**config.mk**
```make
export PLATFORM = sky130hd
export DESIGN_NAME = memwb_stage
export DESIGN_NICKNAME = d
export VERILOG_FILES = /design/src/rtl/memwb_stage.sv
export SDC_FILE = /design/constraint.sdc
export NUM_CORES = 1
export LEC_CHECK = 0
export ABC_CLOCK_PERIOD_IN_PS = 2200
export BUFFER_PORTS_ARGS = -buffer_cell sky130_fd_sc_hd__buf_2
export CORE_MARGIN = 1.5
export CORE_UTILIZATION = 42
export DETAILED_ROUTE_END_ITERATION = 10
export HOLD_SLACK_MARGIN = 0.05
export PLACE_DENSITY_LB_ADDON = 0.1
export SLEW_MARGIN = 15
export SYNTH_ARGS = -nofsm -noshare
export SYNTH_HDL_FRONTEND = slang
export SYNTH_SLANG_ARGS = --single-unit
```
**constraint.sdc**
```tcl
create_clock -name clk -period 2.2 [get_ports clk]
set_clock_uncertainty 0.2 [all_clocks]
set_input_delay 0.66 -clock clk [delete_from_list [all_inputs] [get_ports clk]]
set_output_delay 0.66 -clock clk [all_outputs]
set_load 0.1 [all_outputs]
```
**src/rtl/memwb_stage.sv**
```systemverilog
// MEM/WB pipeline register: tracks the data-bus handshake of the MEM instruction and stalls until it completes.
// Optional DBUS_WATCHDOG_EN adds a sticky dbus_timeout output after TIMEOUT_CYCLES cycles spent waiting on the bus.
module memwb_stage #(
  parameter int unsigned TIMEOUT_CYCLES = 1024
) (
  input  logic        clk,
  input  logic        resetn,
  input  logic        valid_m,
  input  logic        req_valid_m,
  input  logic        addr_ok,
  input  logic        data_ok,
  input  logic [31:0] ReadData,
  input  logic [31:0] ALUoutM,
  input  logic [4:0]  rdM,
  input  logic        regwrite_m,
  input  logic        memtoreg_m,
  input  logic [11:0] errorM,
  input  logic [31:0] BadVaddrM,
  input  logic [31:0] pc_m,
  input  logic        flush,
  output logic        req_mask,
  output logic        stall_m,
  output logic        valid_w,
  output logic [31:0] ReadDataW,
  output logic [31:0] ALUoutW,
  output logic [31:0] BadVaddrW,
  output logic [31:0] pc_w,
  output logic [4:0]  rdW,
  output logic        regwrite_w,
  output logic        memtoreg_w,
  output logic [11:0] errorW
`ifdef DBUS_WATCHDOG_EN
  ,
  output logic        dbus_timeout
`endif
);

  typedef enum logic [1:0] {IDLE, WAIT_DATA, DRAIN} state_t;

  state_t      state_q, state_d;
  logic        access;
  logic        load_w;
  logic        valid_q, regwrite_q, memtoreg_q;
  logic [31:0] rdata_q, aluout_q, badvaddr_q, pc_q;
  logic [4:0]  rd_q;
  logic [11:0] error_q;

  always_comb begin
    access   = valid_m & req_valid_m;
    state_d  = state_q;
    req_mask = 1'b0;
    stall_m  = 1'b0;
    unique case (state_q)
      IDLE: begin
        if (access) begin
          // A flush must proceed; an address it orphans still owes a response.
          if (flush) begin
            if (addr_ok & ~data_ok) state_d = DRAIN;
          end else if (~(addr_ok & data_ok)) begin
            stall_m = 1'b1;
            if (addr_ok) state_d = WAIT_DATA;
          end
        end
      end
      WAIT_DATA: begin
        req_mask = 1'b1;
        if (data_ok)    state_d = IDLE;
        else if (flush) state_d = DRAIN;
        else            stall_m = 1'b1;
      end
      DRAIN: begin
        req_mask = 1'b1;
        stall_m  = 1'b1;
        if (data_ok) state_d = IDLE;
      end
      default: state_d = IDLE;
    endcase
    load_w = valid_m & ~flush & ~stall_m;
  end

  always_ff @(posedge clk or negedge resetn) begin
    if (!resetn) begin
      state_q    <= IDLE;
      valid_q    <= 1'b0;
      regwrite_q <= 1'b0;
      memtoreg_q <= 1'b0;
      rdata_q    <= '0;
      aluout_q   <= '0;
      badvaddr_q <= '0;
      pc_q       <= '0;
      rd_q       <= '0;
      error_q    <= '0;
    end else begin
      state_q    <= state_d;
      valid_q    <= load_w;
      regwrite_q <= load_w & regwrite_m;
      if (load_w) begin
        memtoreg_q <= memtoreg_m;
        rdata_q    <= ReadData;
        aluout_q   <= ALUoutM;
        badvaddr_q <= BadVaddrM;
        pc_q       <= pc_m;
        rd_q       <= rdM;
        error_q    <= errorM;
      end
    end
  end

  assign valid_w    = valid_q;
  assign regwrite_w = regwrite_q;
  assign memtoreg_w = memtoreg_q;
  assign ReadDataW  = rdata_q;
  assign ALUoutW    = aluout_q;
  assign BadVaddrW  = badvaddr_q;
  assign pc_w       = pc_q;
  assign rdW        = rd_q;
  assign errorW     = error_q;

`ifdef DBUS_WATCHDOG_EN
  localparam int unsigned CW = $clog2(TIMEOUT_CYCLES + 1);
  localparam logic [CW-1:0] LIMIT = CW'(TIMEOUT_CYCLES);

  logic          bus_done, bus_busy, timeout_q;
  logic [CW-1:0] wd_cnt_q, wd_cnt_d;

  always_comb begin
    bus_done = data_ok & ((state_q != IDLE) | (access & addr_ok));
    bus_busy = stall_m | (state_q != IDLE);
    wd_cnt_d = wd_cnt_q;
    if (bus_done)                           wd_cnt_d = '0;
    else if (bus_busy && wd_cnt_q != LIMIT) wd_cnt_d = wd_cnt_q + CW'(1);
  end

  always_ff @(posedge clk or negedge resetn) begin
    if (!resetn) begin
      wd_cnt_q  <= '0;
      timeout_q <= 1'b0;
    end else begin
      wd_cnt_q  <= wd_cnt_d;
      timeout_q <= timeout_q | (wd_cnt_d == LIMIT);
    end
  end

  assign dbus_timeout = timeout_q;
`endif

endmodule

```
# --- Yosys cells after proc, flatten, opt, wreduce, memory -nomap -nowiden ---
# Index checks and enable logic that the tools add are counted.
totals:
  reg_bits: 150
  in_bits: 154
  elab_cells: 46
op_classes:
  n_eq_ne: 8
  muxes: 16
  bitwise: 9
  reduce_logical: 3
ops:
  columns: ["cell", "count"]
  rows:
  - ["two-way mux 2 bit", 8]
  - ["inequality test 3 bit (second input constant)", 4]
  - ["AND 1 bit", 6]
  - ["two-way mux 1 bit", 6]
  - ["case mux 2 bit (3 select lines)", 1]
  - ["AND reduction 6 bit", 1]
  - ["inequality test 2 bit (second input constant)", 2]
  - ["NOT 1 bit", 3]
  - ["case mux 1 bit (3 select lines)", 1]
  - ["== test 2 x 1 -> 1 bit (second input constant)", 1]
  - ["== test 2 bit (second input constant)", 1]
  - ["zero test 2 bit", 1]
  - ["OR reduction 2 bit", 1]

# --- Depth between registers and ports, before layout ---
depth:
  depth_word: 8
  mapped_depth: 9
  mapped_depth_nobuf: 6

# --- Least setup slack after synthesis ---
# OpenSTA, ideal clock, no wires.
synth_path:
  path_kind: "input to output"
  startpoint: "input port addr_ok"
  endpoint: "output port stall_m"
  t_arrival_ns: 2.928
  t_required_ns: 1.340
  slack_ns: -1.588
  cell_stages: 3
  cell_sequence: "nand2_1 > nand4b_1 > o21ai_0"
synth_via:
  elab_chain_len: 5
synth_rtl:
  columns: ["element", "line_no", "source"]
  rows:
  - ["start: declaration", "10", "input logic addr_ok,"]
  - ["AND 1 bit", "59", "end else if (~(addr_ok & data_ok)) begin"]
  - ["two-way mux 1 bit", "59", null]
  - ["two-way mux 1 bit", "57", "if (flush) begin"]
  - ["two-way mux 1 bit", "55", "if (access) begin"]
  - ["case mux 1 bit (3 select lines)", "53", "unique case (state_q)"]
  - ["end: declaration", "22", "output logic stall_m,"]
# No other way between the ends.

# --- Worst setup path in the final report ---
layout_path:
  startpoint: "register state_q[1]"
  endpoint: "output port stall_m"
layout_via:
  elab_chain_len: 2
  word_cells_on_any_way: 4
layout_rtl:
  columns: ["element", "line_no", "source"]
  rows:
  - ["start: declaration", "40", "state_t state_q, state_d;"]
  - ["start signal: assignment", "94", "state_q <= state_d;"]
  - ["== test 2 bit, or another cell as far along", "53", null]
  - ["case mux 1 bit (3 select lines) (*)", "53", null]
# Every way passes the cells marked *; elsewhere a longest branch is shown, timed or not.

==> results.ini <==
[worst_setup_path]
cp.arrival_ps = 1770
cp-start-kind = flop
crit_path_cell_trace = inv_2 -> ha_4 -> nor3b_2 -> o21bai_1 -> buf_4 -> o21ai_4 -> buf_12
ff2ff_path_depth = 11
rrSetupSlack_ps = -290
reg2reg_to = BadVaddrW[21]
cp_max_fo = 3
slowest_delay_ps = 400
cp_top_family = flip-flops
critPathSlowestCell = dfrtp_1
worstSetupEndpointType = output pin
rr_startpoint = state_q[1]
cp_num_buf_inv = 3
required_ps = 1340
crit_type = reg -> out

[synthesis]
yosysUniqueCellTypes = 19
postSynthAreaPerCell_sq_um = 18.4
yosysSeqAreaShare_pct = 60.5
ys_ff_latch = 150
syn-num-nets = 496
synth_area_sq_um = 6200
ys_warn_count = 0
synthCells = 338

[final_layout]
area_delta_synth_final_pct = 54.4
finish.net_count = 864
multi_input_area_sq_um = 2390
final_cells = 902
n_fill_cell = 1030
layout-drive-gt1-share_pct = 76.8
regArea_sq_um = 3750
final_util_pct = 66.2

[die]
initial_utilization_pct = 42.9
boundaryPins = 304
die_height_um = 125
fp.dieArea_sq_um = 15500
dieWidth_um = 125
core_sq_um = 14500
rows = 44

[global_route]
overflow = 0
antenna_found_initial = 1
grt_pass1_wl_mm = 25.6
grt_max_degree = 42
track_usage_pct = 21.2
grt_pass1_vias = 4636

[timing]
setup_tns_ps = -28540
final_hold_viol_count = 0
fin_ws_ps = -432
fin_crit_ps = 2630
post-route-period-util_pct = 120
worst_pin_slew_ps = 515
setup_viol = 149
report.final.slew_viol_count = 0
fmax_mhz = 380
rsz0062_at_grt = yes
relSlewSlack_pct = 65.9

[place]
place_congestion = 0.822
io_buffers = 303
post-dp-hpwl_mm = 11.0
post-place-cells = 838

[cts]
clk_pin_slew_ps = 60
cts_tree = done
clk_latency_ps = 410
root_buffer = clkbuf_16
clkSinkCount = 150
numCtsBuffers = 17
clk_path_buf_depth = 2
htreeDepth = 4

[min_path]
whs_endpoint = ReadDataW[15]
hp-start = ReadData[15]
hold_path_depth = 2
hold_path.class = in -> reg

[detailed_routing]
drt_iter0_markers = 182
drt-pass1-iter-count = 4
ant_nets = 0
detail_route.wl_per_cell_um = 17.7
drt-total-wl_mm = 16.0
vias = 4211
drcViolationCount = 0
viasPerCell = 4.67

[job]
cap_violations = 0

[outcome]
status = complete, but fails checks
violations = negative setup slack

cells in the final DEF, fill, tap and decap left out, drive strengths merged:
master         n
clkinv         4
diode          1
o21bai         1
and3b          1
a22oi          1
dfrtp        150
buf          364
mux2         146
inv            3
clkinvlp       2
a21oi          2
and2           1
clkbuf        22
nor3b          1
nor2           2
nand2          4
ha             4
bufinv         3
dlygate4sd3    1
mux2i          1
o21ai          2
nand4b         2
worst reg2reg max path, stage by stage (launching register included):
cell      delay [ps]
dfrtp_1          400
inv_2             80
ha_4             160
nor3b_2          150
o21bai_1         190
buf_4            140
and3b_4          240
buf_12           130
buf_12           130
buf_12           120
buf_12           120
mux2_4           300
worst max path at each step:
stage / cells past startpoint / from / slack (ps) / end
after CTS: 5 / state_q[0] / -430 / stall_m
after detailed placement: 7 / flush / -130 / BadVaddrW[21]
after floorplan: 3 / addr_ok / -80 / stall_m
after global routing: 6 / state_q[1] / -490 / stall_m
after global placement: 6 / data_ok / -100 / stall_m
final: 7 / state_q[1] / -430 / stall_m
logic make-up after synthesis:
logic type | count (synthesis) | synth area share [%]
and+or+nand+nor | 11 | 1.09
DFF | 150 | 60.5
buffers and inverters | 20 | 3.13
muxes | 147 | 33.9
AOI/OAI and AO/OA | 6 | 0.565
adders and majority gates | 4 | 0.807
layout make-up:
class / count / share of cell area (%)
Tap cell: 184 / 2.40
Timing Repair Buffer: 366 / 27.0
Clock inverter: 9 / 1.31
Clock buffer: 21 / 5.01
Inverter: 3 / 0.118
Antenna cell: 1 / 0.0261
Multi-Input combinational cell: 168 / 24.9
Sequential cell: 150 / 39.2
flip-flops by register name (all words and copies together) (netlist names):
register    flops
memtoreg_w      1
errorW         12
BadVaddrW      32
ReadDataW      32
rdW             5
ALUoutW        32
state_q         2
valid_w         1
regwrite_w      1
pc_w           32
through the flow:
| stage | worst slack [ps] | hold slack (ps) | area, sq um |
|---|---|---|---|
| after global routing | -489 | 254 | 9580 |
| after floorplan | -83.7 | 164 | 6220 |
| after global placement | -96.7 | 286 | 8220 |
| after CTS | -430 | 250 | 9700 |
| after detailed placement | -127 | 287 | 8220 |
| final | -432 | 273 | 9580 |
routing by layer:
metal,track usage (%),routed length [um],vias up
met4,8.18,371,0
li1,-,-,1926
met5,0,0,-
met3,5.93,1130,26
met2,35.9,8120,189
met1,25.7,6330,2070
synth_stat cells:
cell type / n / area, sq um
and3b_1: 1 / 8.76
nor2_1: 2 / 7.51
inv_1: 3 / 11.3
and2_1: 1 / 6.26
a21oi_1: 2 / 10.0
buf_6: 14 / 158
nand4b_1: 2 / 17.5
buf_8: 1 / 15.0
mux2_2: 26 / 293
ha_1: 4 / 50.1
dfrtp_1: 150 / 3750
nand2_1: 4 / 15.0
mux2i_1: 1 / 10.0
buf_2: 2 / 10.0
o21ai_0: 2 / 10.0
mux2_4: 120 / 1800
nor3b_2: 1 / 12.5
o21bai_1: 1 / 7.51
a22oi_1: 1 / 7.51
repair_timing:
item | CTS | global route
setup endpoints to repair | 131 | 149
pin swaps | 2 | 2
endpoints found under the hold margin | 30 | 0
gates resized for setup | 54 | 24
gates cloned | 14 | 1
hold buffers | 1 | 0
buffers inserted | 24 | 6
Power is left out: the tool's default activity adds up to more than one toggle a clock period on the data nets, which glitch-free logic cannot reach.
